File: src/rtl/forward_hazard_unit_pkg.sv
// Shared pipeline definitions for the Execute-stage forwarding unit:
// forward-select encodings, register-specifier width and shadow-slot types.
package forward_hazard_unit_pkg;

    localparam int REG_AW = 5;

    // Select encoding shared with the Execute-stage operand muxes.
    localparam logic [1:0] FWD_REG = 2'b00;
    localparam logic [1:0] FWD_WB  = 2'b01;
    localparam logic [1:0] FWD_MEM = 2'b10;

    // EX shadow slot: everything needed to compute selects and load-use stalls.
    typedef struct packed {
        logic [REG_AW-1:0] rs;
        logic [REG_AW-1:0] rt;
        logic              uses_rs;
        logic              uses_rt;
        logic              alu_src;
        logic [REG_AW-1:0] dst;
        logic              reg_write;
        logic              mem_read;
    } ex_slot_t;

    // MEM and WB shadow slots only need to identify the producer.
    typedef struct packed {
        logic [REG_AW-1:0] dst;
        logic              reg_write;
    } wr_slot_t;

    localparam ex_slot_t EX_BUBBLE = '0;
    localparam wr_slot_t WR_BUBBLE = '0;

endpackage

File: src/rtl/forward_hazard_unit_if.sv
// Decode-to-hazard-unit bundle. There is no valid/ready handshake here: the
// decode side presents the instruction in ID every cycle (a nop simply has all
// use/write flags low), and the hazard unit answers combinationally in the
// same cycle with Stall for that ID instruction and selects for the EX one.
interface forward_hazard_unit_if
    import forward_hazard_unit_pkg::*;
#(
    parameter int CNT_W = 32
) ();

    logic [REG_AW-1:0] ID_Rs;
    logic [REG_AW-1:0] ID_Rt;
    logic [REG_AW-1:0] ID_Rd;
    logic              ID_UsesRs;
    logic              ID_UsesRt;
    logic              ID_RegWrite;
    logic              ID_MemRead;
    logic              ID_RegDst;
    logic              ID_ALUSrc;
    logic              Flush;
    logic [1:0]        ForwardA;
    logic [1:0]        ForwardB;
    logic              Stall;
    logic [CNT_W-1:0]  StallCount;

    // Decode / pipeline-control side.
    modport master (
        output ID_Rs, ID_Rt, ID_Rd, ID_UsesRs, ID_UsesRt, ID_RegWrite,
               ID_MemRead, ID_RegDst, ID_ALUSrc, Flush,
        input  ForwardA, ForwardB, Stall, StallCount
    );

    // Hazard unit side.
    modport slave (
        input  ID_Rs, ID_Rt, ID_Rd, ID_UsesRs, ID_UsesRt, ID_RegWrite,
               ID_MemRead, ID_RegDst, ID_ALUSrc, Flush,
        output ForwardA, ForwardB, Stall, StallCount
    );

endinterface

File: src/rtl/forward_hazard_unit_fwd_select.sv
// Forward-select compare for one Execute operand. The MEM producer is younger
// than the WB producer, so it wins when both match. $0 is never forwarded.
module fwd_select
    import forward_hazard_unit_pkg::*;
(
    input  logic [REG_AW-1:0] src,
    input  logic              uses,
    input  logic [REG_AW-1:0] mem_dst,
    input  logic              mem_reg_write,
    input  logic [REG_AW-1:0] wb_dst,
    input  logic              wb_reg_write,
    input  logic              force_zero,
    output logic [1:0]        sel
);

    logic mem_hit;
    logic wb_hit;

    assign mem_hit = uses && mem_reg_write && (mem_dst != '0) && (mem_dst == src);
    assign wb_hit  = uses && wb_reg_write && (wb_dst != '0) && (wb_dst == src);

    // Priority pick: forced register path, then MEM, then WB, else register file.
    always_comb begin
        sel = FWD_REG;
        if (force_zero) begin
            sel = FWD_REG;
        end else if (mem_hit) begin
            sel = FWD_MEM;
        end else if (wb_hit) begin
            sel = FWD_WB;
        end
    end

endmodule

File: src/rtl/forward_hazard_unit.sv
// Execute-stage forwarding and load-use stall unit. Tracks a shadow copy of
// the EX/MEM/WB register-use information and derives operand selects and the
// stall request from it plus the current decode fields.
module forward_hazard_unit
    import forward_hazard_unit_pkg::*;
#(
    parameter int CNT_W = 32
) (
    input  logic                Clk,
    input  logic                Rst,
    forward_hazard_unit_if.slave bus
);

    ex_slot_t         ex_slot;
    wr_slot_t         mem_slot;
    wr_slot_t         wb_slot;
    ex_slot_t         id_slot;
    logic             stall;
    logic             load_use_rs;
    logic             load_use_rt;
    logic [CNT_W-1:0] stall_count;

    // Decode fields packed into an EX slot; destination picked by RegDst.
    always_comb begin
        id_slot           = EX_BUBBLE;
        id_slot.rs        = bus.ID_Rs;
        id_slot.rt        = bus.ID_Rt;
        id_slot.uses_rs   = bus.ID_UsesRs;
        id_slot.uses_rt   = bus.ID_UsesRt;
        id_slot.alu_src   = bus.ID_ALUSrc;
        id_slot.dst       = bus.ID_RegDst ? bus.ID_Rd : bus.ID_Rt;
        id_slot.reg_write = bus.ID_RegWrite;
        id_slot.mem_read  = bus.ID_MemRead;
    end

    // A load in EX cannot forward to the instruction in ID in time.
    assign load_use_rs = bus.ID_UsesRs && (bus.ID_Rs == ex_slot.dst);
    assign load_use_rt = bus.ID_UsesRt && (bus.ID_Rt == ex_slot.dst);
    assign stall = ex_slot.mem_read && ex_slot.reg_write && (ex_slot.dst != '0)
                   && (load_use_rs || load_use_rt);

    // Shadow pipeline advance; a stall or flush injects a single bubble into EX.
    always_ff @(posedge Clk) begin
        if (!Rst) begin
            ex_slot  <= EX_BUBBLE;
            mem_slot <= WR_BUBBLE;
            wb_slot  <= WR_BUBBLE;
        end else begin
            wb_slot            <= mem_slot;
            mem_slot.dst       <= ex_slot.dst;
            mem_slot.reg_write <= ex_slot.reg_write;
            ex_slot            <= (stall || bus.Flush) ? EX_BUBBLE : id_slot;
        end
    end

    // Saturating count of stalled cycles.
    always_ff @(posedge Clk) begin
        if (!Rst) begin
            stall_count <= '0;
        end else if (stall && (stall_count != '1)) begin
            stall_count <= stall_count + 1'b1;
        end
    end

    fwd_select u_fwd_a (
        .src           (ex_slot.rs),
        .uses          (ex_slot.uses_rs),
        .mem_dst       (mem_slot.dst),
        .mem_reg_write (mem_slot.reg_write),
        .wb_dst        (wb_slot.dst),
        .wb_reg_write  (wb_slot.reg_write),
        .force_zero    (1'b0),
        .sel           (bus.ForwardA)
    );

    // B forwarding sits after the ALUSrc mux, so an immediate operand must win.
    fwd_select u_fwd_b (
        .src           (ex_slot.rt),
        .uses          (ex_slot.uses_rt),
        .mem_dst       (mem_slot.dst),
        .mem_reg_write (mem_slot.reg_write),
        .wb_dst        (wb_slot.dst),
        .wb_reg_write  (wb_slot.reg_write),
        .force_zero    (ex_slot.alu_src),
        .sel           (bus.ForwardB)
    );

    assign bus.Stall      = stall;
    assign bus.StallCount = stall_count;

endmodule

File: src/flat_wrapper.sv
// flat-port wrapper written by rule: the top's interface ports become plain ports
module forward_hazard_unit_flat import forward_hazard_unit_pkg::*;
#(
    parameter int CNT_W = 32
)
  (Clk, Rst, bus_ID_Rs, bus_ID_Rt, bus_ID_Rd, bus_ID_UsesRs, bus_ID_UsesRt, bus_ID_RegWrite, bus_ID_MemRead, bus_ID_RegDst, bus_ID_ALUSrc, bus_Flush, bus_ForwardA, bus_ForwardB, bus_Stall, bus_StallCount);
  forward_hazard_unit_if #(.CNT_W(CNT_W)) bus_i ();
  input  logic Clk;
  input  logic Rst;
  input wire logic [$bits(bus_i.ID_Rs)-1:0] bus_ID_Rs;
  input wire logic [$bits(bus_i.ID_Rt)-1:0] bus_ID_Rt;
  input wire logic [$bits(bus_i.ID_Rd)-1:0] bus_ID_Rd;
  input wire logic [$bits(bus_i.ID_UsesRs)-1:0] bus_ID_UsesRs;
  input wire logic [$bits(bus_i.ID_UsesRt)-1:0] bus_ID_UsesRt;
  input wire logic [$bits(bus_i.ID_RegWrite)-1:0] bus_ID_RegWrite;
  input wire logic [$bits(bus_i.ID_MemRead)-1:0] bus_ID_MemRead;
  input wire logic [$bits(bus_i.ID_RegDst)-1:0] bus_ID_RegDst;
  input wire logic [$bits(bus_i.ID_ALUSrc)-1:0] bus_ID_ALUSrc;
  input wire logic [$bits(bus_i.Flush)-1:0] bus_Flush;
  output wire logic [$bits(bus_i.ForwardA)-1:0] bus_ForwardA;
  output wire logic [$bits(bus_i.ForwardB)-1:0] bus_ForwardB;
  output wire logic [$bits(bus_i.Stall)-1:0] bus_Stall;
  output wire logic [$bits(bus_i.StallCount)-1:0] bus_StallCount;
  assign bus_i.ID_Rs = bus_ID_Rs;
  assign bus_i.ID_Rt = bus_ID_Rt;
  assign bus_i.ID_Rd = bus_ID_Rd;
  assign bus_i.ID_UsesRs = bus_ID_UsesRs;
  assign bus_i.ID_UsesRt = bus_ID_UsesRt;
  assign bus_i.ID_RegWrite = bus_ID_RegWrite;
  assign bus_i.ID_MemRead = bus_ID_MemRead;
  assign bus_i.ID_RegDst = bus_ID_RegDst;
  assign bus_i.ID_ALUSrc = bus_ID_ALUSrc;
  assign bus_i.Flush = bus_Flush;
  assign bus_ForwardA = bus_i.ForwardA;
  assign bus_ForwardB = bus_i.ForwardB;
  assign bus_Stall = bus_i.Stall;
  assign bus_StallCount = bus_i.StallCount;
  forward_hazard_unit #(.CNT_W(CNT_W)) u_core (.Clk(Clk), .Rst(Rst), .bus(bus_i));
endmodule
File: config.mk
export PLATFORM = sky130hd
export DESIGN_NAME = forward_hazard_unit_flat
export DESIGN_NICKNAME = d
export VERILOG_FILES = /design/src/rtl/forward_hazard_unit_pkg.sv /design/src/rtl/forward_hazard_unit_if.sv /design/src/rtl/forward_hazard_unit_fwd_select.sv /design/src/rtl/forward_hazard_unit.sv /design/src/flat_wrapper.sv
export SDC_FILE = /design/constraint.sdc
export NUM_CORES = 1
export LEC_CHECK = 0
export CAP_MARGIN = 40
export CORE_ASPECT_RATIO = 0.75
export CORE_MARGIN = 3
export CORE_UTILIZATION = 55
export DETAILED_ROUTE_END_ITERATION = 10
export PLACE_DENSITY = 0.85
export SLEW_MARGIN = 20
export SYNTH_ARGS = -nofsm -noshare
export SYNTH_HDL_FRONTEND = slang
export SYNTH_SLANG_ARGS = --single-unit
File: constraint.sdc
create_clock -name Clk -period 6.11 [get_ports Clk]
set_input_delay 0.9165 -clock Clk [delete_from_list [all_inputs] [get_ports Clk]]
set_output_delay 0.9165 -clock Clk [all_outputs]
set_load 0.01 [all_outputs]
==> results.sh <==
export IMPL_status="completed"
export IMPL_synth_cell_types=40
export IMPL_die_h_um=69.5
export IMPL_multiInputGateArea_um2=1590
export IMPL_setup_slack_ns=2.13
export IMPL_swShare_pct=22.5
export IMPL_dp_cells=453
export IMPL_worstReg2RegStart="u_core.bus.StallCount[0]"
export IMPL_antenna_found_initial=0
export IMPL_hold_slack_ns=0.449
export IMPL_synth_edff_count=0
export IMPL_synthesis_nets=357
export IMPL_drive_gt1_share_pct=5.53
export IMPL_place_congestion=0.846
export IMPL_reg2reg_depth=6
export IMPL_internal_power_uw=697
export IMPL_grt_pass1_wl_um=12500
export IMPL_register_area_um2=1280
export IMPL_p_leak_uw=0.00132
export IMPL_critical_path_class="in -> out"
export IMPL_grt_pass1_vias=2565
export IMPL_slew_headroom_pct=56.4
export IMPL_slowest_delay_ns=0.55
export IMPL_gr_usage_all_layers_pct=24.7
export IMPL_cts_tree="built"
export IMPL_worstMarginPinSlew_ns=0.649
export IMPL_port_buffers=60
export IMPL_fin_nets=418
export IMPL_dp_slack_ns=2.14
export IMPL_ys_flop_type="dfxtp_1"
export IMPL_drt_wl_total_um=7380
export IMPL_grt_ovfl_total=0
export IMPL_path_clk_slew_ns=0.08
export IMPL_pwr_share_clk_pct=46.0
export IMPL_vias=2675
export IMPL_dr_pass1_iters=5
export IMPL_share_comb_of_total_power_pct=6.0
export IMPL_n_antenna_cell=0
export IMPL_avgSynthCellArea_um2=8.91
export IMPL_first_iter_violations=156
export IMPL_cpMostUsedCell="clkdlybuf4s50_1"
export IMPL_worstHoldPathType="reg -> reg"
export IMPL_pwr_share_seq_pct=48.1
export IMPL_start_util_pct=58.7
export IMPL_fmax_mhz=251
export IMPL_cpMaxStageDelayCell="clkdlybuf4s50_1"
export IMPL_yosysWarnings=0
export IMPL_hp_start="u_core.mem_slot[0]"
export IMPL_via_per_inst=5.69
export IMPL_syn_area_um2=2960
export IMPL_fp_row_count=22
export IMPL_path_buf_inv=3
export IMPL_areaGrowthSynthToFinish_pct=29.9
export IMPL_wl_per_cell_um=15.7
export IMPL_syn_inst=332
export IMPL_hold_violations=0
export IMPL_holdBufCountCts=0
export IMPL_final_min_clock_period_ns=3.98
export IMPL_critPathLaunchType="input pin"
export IMPL_clk_path_buf_depth=2
export IMPL_h_tree_depth=3
export IMPL_worstHoldEndpoint="u_core.wb_slot[0]"
export IMPL_r2r_end="u_core.bus.StallCount[26]"
export IMPL_cts_buffers=9
export IMPL_seq_area_frac_synth_pct=43.3
export IMPL_ys_seq_elements=64
export IMPL_vdd_drop_max_mv=0.140
export IMPL_die_w_um=90.7
export IMPL_drv_cap=0
export IMPL_fin_skew_ns=0.00897
export IMPL_finalNonFillerCells=470
export IMPL_clkLatencyLatePin_ns=0.35
export IMPL_drc=0
export IMPL_fin_crit_sh_pct=65.1
export IMPL_place_area_um2=3610
export IMPL_cp_arrival_ns=3.06
export IMPL_cts_setup_buffers=0
export IMPL_cts_root_buffer="clkbuf_8"
export IMPL_core_area_um2=5040
export IMPL_worstSetupEndpointType="primary output"
export IMPL_power_switching_uw=202
export IMPL_ff2ff_setup_slack_ns=3.60
export IMPL_dieArea_um2=6300
export IMPL_nFillCells=373
export IMPL_powerDensity_nw_per_um2=234
export IMPL_crit_cells=7
export IMPL_hpwl_um=5330
export IMPL_cp_cell_sequence="clkdlybuf4s50_1, xnor2_1, nand4_1, o22ai_2, nand2_1, inv_1, clkdlybuf4s50_1"
export IMPL_clkSinkCount=64
export IMPL_path_max_fanout=17
export IMPL_ios=61
export IMPL_critical_path_top_delay_family="buffers and inverters"
export IMPL_finalSetupViolCount=0
export IMPL_ctsResizeCount=0
export IMPL_ant_nets=0
export IMPL_crit_required_ns=5.19
export IMPL_rsz0062_at_grt="no"
export IMPL_async_flop_share_pct=0
export IMPL_fin_setup_tns_ns=0
export IMPL_fin_area_um2=3840
export IMPL_grt_max_degree=32
export IMPL_whs_path_depth=1
export IMPL_drv_slew=0
## cell usage in the layout (no fill, tap or decap), drive strengths merged, types with 2 or more instances in the layout
cell type      netlist  routed
clkinvlp             0       3
bufinv               0       2
nor3                 4       4
a21oi               18      18
mux2i                8       8
clkdlybuf4s50        0      60
xnor2               19      19
and2                30      30
and4                 4       4
nand3               16      16
nand4               16      16
buf                  5       3
xor2                15      15
nand2               21      21
and3                 2       2
or3                 14      14
o21ai               15      15
nor4                13      13
inv                  5       6
clkbuf               9      11
nor2                17      17
o21a                 4       4
o31ai                5       5
nor4b                2       2
o21bai               3       3
or4                  7       7
o31a                 4       4
dfxtp               64      64
## cell type report
type	instances	area share, %
flip-flops and latches	64	33.4
well taps	72	2.35
clock inverters	6	2.38
multi-input cells	248	41.3
inverters	6	0.586
repair buffers	64	16.4
clock buffers	10	3.58
## sequential cells by signal, indices dropped and copies added (netlist names)
| signal | cells |
|---|---|
| u_core.bus.StallCount | 32 |
| u_core.ex_slot | 20 |
| u_core.mem_slot | 6 |
| u_core.wb_slot | 6 |
## worst max path at each step
stage / startpoint / endpoint / slack [ns]
2_1_floorplan: bus_ID_Rs[1] / bus_Stall / 3.31
3_3_place_gp: bus_ID_Rs[4] / bus_Stall / 2.22
3_5_place_dp: bus_ID_Rs[4] / bus_Stall / 2.14
4_1_cts: bus_ID_Rs[4] / bus_Stall / 2.13
5_1_grt: bus_ID_Rt[4] / bus_Stall / 1.96
6_report: bus_ID_Rs[4] / bus_Stall / 2.13
## metal layers
metal | global-route usage, % | share of wire (%) | vias to the layer above
li1 | - | - | 1320
met2 | 37.6 | 45 | 104
met5 | 0 | 0 | -
met1 | 33.9 | 47 | 1247
met3 | 8.68 | 7.3 | 4
met4 | 5.43 | 0.39 | 0
## metrics by stage
| stage | utilization (%) | power [uW] |
|---|---|---|
| 6_report | 76.3 | 900 |
| 3_3_place_gp | 71.4 | 493 |
| 4_1_cts | 76.2 | 904 |
| 3_5_place_dp | 71.6 | 495 |
| 5_1_grt | 76.3 | 928 |
| 2_1_floorplan | - | 469 |
## power by group through the flow
stage	Clock, uW	Combinational [uW]	Sequential (uW)
6_report	414	53.6	433
5_1_grt	436	58.8	433
4_1_cts	418	53.6	432
3_5_place_dp	0	53.2	442
3_3_place_gp	0	51.1	442
2_1_floorplan	0	29.3	439
## synth_stat cells, drive strengths merged, types with 7 or more instances
cell type | count | area share, %
a21oi | 18 | 3.0
nor2 | 17 | 2.2
nand2 | 21 | 2.7
clkbuf | 9 | 1.1
or4 | 7 | 1.8
mux2i | 8 | 2.7
xnor2 | 19 | 5.6
nand3 | 16 | 2.7
and2 | 30 | 6.3
or3 | 14 | 3.0
dfxtp | 64 | 43
xor2 | 15 | 4.4
nand4 | 16 | 3.4
nor4 | 13 | 2.8
o21ai | 15 | 2.5
## cell families after synthesis
family                   after synthesis  share of synthesized area (%)
buffers and inverters                 20                           3.00
AO/OA/AOI/OAI                         54                           11.4
adder cells (fa/ha/maj)                1                          0.423
flip-flops                            64                           43.3
XOR/XNOR                              34                           10.1
AND/OR/NAND/NOR                      151                           29.0
multiplexers                           8                           2.71
(Power assumes the default switching activity.)
